**src/rtl/osd_dii_router.sv**
```systemverilog
// Debug-ring router: steers ring packets for `id` to local_out, forwards the rest,
// and merges local_in onto ring_out with packet-atomic round-robin arbitration.
// Optional packet counter on local_out enabled by OSD_DII_ROUTER_PKTCNT_EN.
//
// ring FSM  state   | meaning
//           R_IDLE  | waiting for a head flit; route decided from its data[9:0]
//           R_LOCAL | mid-packet, flits go to local_out
//           R_FWD   | mid-packet, flits go to ring_out
// arbiter   A_IDLE  | ring_out free; head flit of either requester may be granted
//           A_RING  | ring_out owned by a forwarded ring_in packet
//           A_LOCAL | ring_out owned by a local_in packet
module osd_dii_router (
    input  logic        clk,
    input  logic        rst,
    input  logic [9:0]  id,

    input  logic [15:0] ring_in_data,
    input  logic        ring_in_last,
    input  logic        ring_in_valid,
    output logic        ring_in_ready,

    output logic [15:0] ring_out_data,
    output logic        ring_out_last,
    output logic        ring_out_valid,
    input  logic        ring_out_ready,

    input  logic [15:0] local_in_data,
    input  logic        local_in_last,
    input  logic        local_in_valid,
    output logic        local_in_ready,

    output logic [15:0] local_out_data,
    output logic        local_out_last,
    output logic        local_out_valid,
    input  logic        local_out_ready,

    output logic [15:0] pkt_cnt
);

    typedef enum logic [1:0] {R_IDLE, R_LOCAL, R_FWD} ring_state_t;
    typedef enum logic [1:0] {A_IDLE, A_RING, A_LOCAL} arb_state_t;

    ring_state_t ring_state, ring_state_nxt;
    arb_state_t  arb_state, arb_state_nxt;
    logic        prio_ring, prio_ring_nxt;

    logic route_local;
    logic ro_free, lo_free;
    logic ring_req, local_req;
    logic grant_ring, grant_local;
    logic ring_fire, local_fire, ring_fwd_fire, ring_loc_fire;

    always_ff @(posedge clk or posedge rst) begin
        if (rst) begin
            ring_state <= R_IDLE;
            arb_state  <= A_IDLE;
            prio_ring  <= 1'b1;
        end else begin
            ring_state <= ring_state_nxt;
            arb_state  <= arb_state_nxt;
            prio_ring  <= prio_ring_nxt;
        end
    end

    always_comb begin
        ro_free = !ring_out_valid || ring_out_ready;
        lo_free = !local_out_valid || local_out_ready;

        case (ring_state)
            R_LOCAL: route_local = 1'b1;
            R_FWD:   route_local = 1'b0;
            default: route_local = (ring_in_data[9:0] == id);
        endcase

        ring_req  = ring_in_valid && !route_local;
        local_req = local_in_valid;

        grant_ring  = 1'b0;
        grant_local = 1'b0;
        case (arb_state)
            A_RING:  grant_ring  = 1'b1;
            A_LOCAL: grant_local = 1'b1;
            default: begin
                if (ring_req && (!local_req || prio_ring))
                    grant_ring = 1'b1;
                else if (local_req)
                    grant_local = 1'b1;
            end
        endcase

        // Readies are forced low while reset is held so nothing is accepted.
        ring_in_ready  = !rst && (route_local ? lo_free : (ro_free && grant_ring));
        local_in_ready = !rst && ro_free && grant_local;

        ring_fire     = ring_in_valid && ring_in_ready;
        local_fire    = local_in_valid && local_in_ready;
        ring_fwd_fire = ring_fire && !route_local;
        ring_loc_fire = ring_fire && route_local;
    end

    always_comb begin
        ring_state_nxt = ring_state;
        if (ring_fire) begin
            if (ring_in_last)
                ring_state_nxt = R_IDLE;
            else
                ring_state_nxt = route_local ? R_LOCAL : R_FWD;
        end
    end

    // History bit only moves when a new packet is granted from A_IDLE.
    always_comb begin
        arb_state_nxt = arb_state;
        prio_ring_nxt = prio_ring;
        if (ring_fwd_fire) begin
            arb_state_nxt = ring_in_last ? A_IDLE : A_RING;
            if (arb_state == A_IDLE)
                prio_ring_nxt = 1'b0;
        end else if (local_fire) begin
            arb_state_nxt = local_in_last ? A_IDLE : A_LOCAL;
            if (arb_state == A_IDLE)
                prio_ring_nxt = 1'b1;
        end
    end

    always_ff @(posedge clk or posedge rst) begin
        if (rst) begin
            ring_out_valid <= 1'b0;
            ring_out_data  <= '0;
            ring_out_last  <= 1'b0;
        end else if (ring_fwd_fire) begin
            ring_out_valid <= 1'b1;
            ring_out_data  <= ring_in_data;
            ring_out_last  <= ring_in_last;
        end else if (local_fire) begin
            ring_out_valid <= 1'b1;
            ring_out_data  <= local_in_data;
            ring_out_last  <= local_in_last;
        end else if (ring_out_ready) begin
            ring_out_valid <= 1'b0;
        end
    end

    always_ff @(posedge clk or posedge rst) begin
        if (rst) begin
            local_out_valid <= 1'b0;
            local_out_data  <= '0;
            local_out_last  <= 1'b0;
        end else if (ring_loc_fire) begin
            local_out_valid <= 1'b1;
            local_out_data  <= ring_in_data;
            local_out_last  <= ring_in_last;
        end else if (local_out_ready) begin
            local_out_valid <= 1'b0;
        end
    end

`ifdef OSD_DII_ROUTER_PKTCNT_EN
    logic [15:0] pkt_cnt_q;

    always_ff @(posedge clk or posedge rst) begin
        if (rst)
            pkt_cnt_q <= '0;
        else if (local_out_valid && local_out_ready && local_out_last)
            pkt_cnt_q <= pkt_cnt_q + 16'd1;
    end

    assign pkt_cnt = pkt_cnt_q;
`else
    assign pkt_cnt = '0;
`endif

endmodule

```
**config.mk**
```make
export PLATFORM = sky130hd
export DESIGN_NAME = osd_dii_router
export DESIGN_NICKNAME = d
export VERILOG_FILES = /design/src/rtl/osd_dii_router.sv
export SDC_FILE = /design/constraint.sdc
export NUM_CORES = 1
export LEC_CHECK = 0
export ABC_CLOCK_PERIOD_IN_PS = 2700
export BUFFER_PORTS_ARGS = -buffer_cell sky130_fd_sc_hd__buf_2
export CORE_UTILIZATION = 45
export DETAILED_ROUTE_END_ITERATION = 10
export PLACE_DENSITY = 0.76
export SLEW_MARGIN = 20
export SYNTH_ARGS = -nofsm -noshare
export SYNTH_HDL_FRONTEND = slang
export SYNTH_SLANG_ARGS = --single-unit
```
**constraint.sdc**
```tcl
create_clock -name clk -period 2.7 [get_ports clk]
set_input_delay 0.405 -clock clk [delete_from_list [all_inputs] [get_ports clk]]
set_output_delay 0.405 -clock clk [all_outputs]
set_load 0.03 [all_outputs]
```
==> summary.md <==
| Metric | Value |
|---|---|
| Most frequent cells in the layout | `87 x buf_2, 40 x dfrtp_1, 22 x inv_1` |
| Syn_area_per_cell | `10.58 sq um` |
| Chip height | `74.90 microns` |
| Number of vias per cell | `approximately 5.2` |
| Largest net degree at the start of global routing | `42` |
| Dpl hpwl | `just under 4000 microns` |
| Combinational share of power | `0.494` |
| Aggregate global-route resource usage | `0.2065` |
| Initial Util | `0.4682` |
| P_leak | `roughly 1.6 nW` |
| Maximum Capacitance Violations | `0` |
| Post-synth EDFFs | `0` |
| DRC | `0` |
| Register area share after synthesis | `0.4296` |
| Top layer in use | `met4` |
| Cell Rows | `26` |
| Post-route setup slack | `between 0.1 and 0.15 ns` |
| Max VDD drop | `404.8 uV` |
| Initial antenna violation count | `0` |
| CTS buffer count | `5` |
| Metal3 WL | `372 microns` |
| Met1 wire length | `2410 microns` |
| Cell internal pwr | `approximately 1.5 mW` |
| # clock sinks | `just over 40` |
| Crit Path Category | `flip-flop to primary output` |
| Max Slew Vio Count | `0` |
| R2R setup slack | `0.42 ns` |
| Commonest non-fill, non-tap cell in the layout | `buf_2` |
| Max-slew headroom | `0.6461` |
| Antenna fix cells | `0` |
| Crit path largest cell delay | `about 0.37 ns` |
| Period utilization | `0.9445` |
| Nets@finish | `367` |
| Core Footprint | `between 0.005 and 0.006 sq mm` |
| Drt wl/cell | `14.23 microns` |
| Sw Ratio | `0.4156` |
| Die footprint | `approximately 0.0056 sq mm` |
| Cells along the critical path | `inv_1, ha_1, o31ai_1, and2_1, nor2_1, a211oi_1, buf_2` |
| Synthesized instance count | `226` |
| Crit path time final | `~2.6 ns` |
| I/O pin total | `104` |
| Top FF cell, synth | `dfrtp_1` |
| Worst Path Buf+Inv | `2` |
| Max Fanout on Critical Path | `6` |
| Critical Path RT | `roughly 2.3 ns` |
| Die extent in x | `74.90 microns` |
| Hold_ws | `0.2915 ns` |
| Setup TNS | `0 ns` |
| Mapped cell area | `~0.0024 sq mm` |
| Psw | `1.086 mW` |
| H-tree Lvls | `2` |
| Max clock buf depth | `2` |
| CTS tree | `done` |
| Outcome | `completed` |
| PwrDens | `a little under 900 mW/mm^2` |
| Seq pwr share | `0.337` |
| Clk root buf | `clkbuf_8` |
| Worst Tran Pin Value | `0.5308 ns` |
| RSZ-0062 raised after global routing | `false` |
| Final Hold Violating Endpoints | `0` |
| Worst Path Arrival | `~2.2 ns` |
| Total chip power | `2.613 mW` |
| Clock Skews | `0.003535 ns` |
| Antenna-violating nets left | `0` |
| GP Congestion | `a little over 0.9` |
| Via Count | `2008` |
| DR iter-0 viols | `64` |
| Metal2 WL | `2627 microns` |
| Worst skew pair latency | `between 0.2 and 0.3 ns` |
| DRT Pass-1 Iters | `4` |
| FMAX | `between 0.3 and 0.4 GHz` |
| Number of global-route vias before repair | `1919` |
| Pre-CTS setup slack | `0.4089 ns` |
| Crit path max-delay family | `compound AO/OA/AOI/OAI gates` |
| WL final | `between 5000 and 6000 microns` |
| Hold_buf cts | `0` |
| IO buf count | `87` |
| Post-synth cell types | `between 40 and 50` |
| Setup-failing EPs final | `0` |
| CP Capture Type | `primary output` |
| FFs w/ async S/R, synth | `1.000` |
| Share of cells above drive strength 1 | `0.3790` |
| Setup crit start kind | `flip-flop` |
| Layout area overhead | `23.02%` |
| First-pass GRT wire length | `8804 microns` |
| Clock power frac | `0.169` |
| Clk slew on worst S/H paths | `0.08 ns` |
| Total grt overflow | `0` |
| CP max-delay cell | `dfrtp_1` |
| Yosys reg bits | `a little over 40` |
| HP Class | `input pin to asynchronous set/reset pin` |
| Syn. warnings | `0` |
## cell usage after synthesis (6+ instances only)
library cell   n  share of area
a2bb2oi_1     16          0.059
buf_2          6          0.013
buf_4         16          0.050
dfrtp_1       40           0.42
inv_1         23          0.036
mux2_1         9          0.042
mux2_2         8          0.038
nor2_1         6         0.0094
o21ai_0       11          0.023
o21ai_1       10          0.021
o32a_1        16          0.067
xor2_1         7          0.026
## power by group through the flow
stage / Combinational (mW) / Sequential [mW] / Clock, mW
2_1_floorplan: 0.719 / 1.16 / 0
3_3_place_gp: 1.26 / 0.883 / 0
3_5_place_dp: 1.29 / 0.890 / 0
4_1_cts: 1.30 / 0.879 / 0.455
5_1_grt: 1.41 / 0.902 / 0.473
6_report: 1.29 / 0.881 / 0.442
## flip-flops by register name, indices dropped and copies added (netlist names)
name and cells:
arb_state 2, local_out_data 16, local_out_last 1, local_out_valid 1, prio_ring 1, ring_out_data 16
ring_out_last 1, ring_out_valid 1, ring_state 2
## final timing paths
check                              startpoint                  to  cells past startpoint
max                              arb_state[0]       ring_in_ready                      7
min                                       rst      ring_out_valid                      3
max reg2reg                      arb_state[0]    ring_out_data[3]                      8
min reg2reg                local_out_data[12]  local_out_data[12]                      1
max in group asynchronous                 rst   ring_out_data[10]                      3
min in group clk             ring_in_data[13]  local_out_data[13]                      2
## per-stage QoR
step / cells / utilization / area [sq um]
global route: 384 / 0.5759 / 2942
floorplan: 241 / - / 2447
CTS: 384 / 0.5759 / 2942
finish: 384 / 0.5759 / 2942
detailed placement: 376 / 0.5561 / 2840
global placement: 376 / 0.5561 / 2840
## metal layers
layer,track usage,vias to the layer above
met4,0.06080,0
li1,-,963
met2,0.3363,76
met3,0.05890,4
met1,0.2687,965
met5,0,-
## timing repair
action	in CTS	in global routing
buffers inserted	0	0
endpoints found under the setup margin	0	1
resized for setup	0	1
## worst reg2reg max path: cells and delay by family (launching register included)
kind,cells,cell delay [ns]
buf+inv,2,0.28
simple gates,3,0.91
fa+ha+maj,1,0.37
flops,1,0.37
compound gates,2,0.24
## cell type report
cell class / count / area [sq um]
fill: 455 / 2166
sequential: 41 / 1027
multi-input combinational: 147 / 1131
tap: 70 / 87.58
timing repair buffer: 95 / 508.0
inverter: 23 / 86.33
clock buffer: 7 / 96.34
clock inverter: 1 / 5.005
## cells by family (layout without fill, tap and decap cells)
family,count (synthesis),count (layout),share of synthesized area
compound gates,67,67,0.2151
buf+inv,53,126,0.1209
flops,41,41,0.4296
simple gates,33,33,0.09524
mux,17,17,0.08007
xor+xnor,10,10,0.03663
fa+ha+maj,4,4,0.02093
other cells,1,16,0.001568
Power figures use the tool's default switching activity.
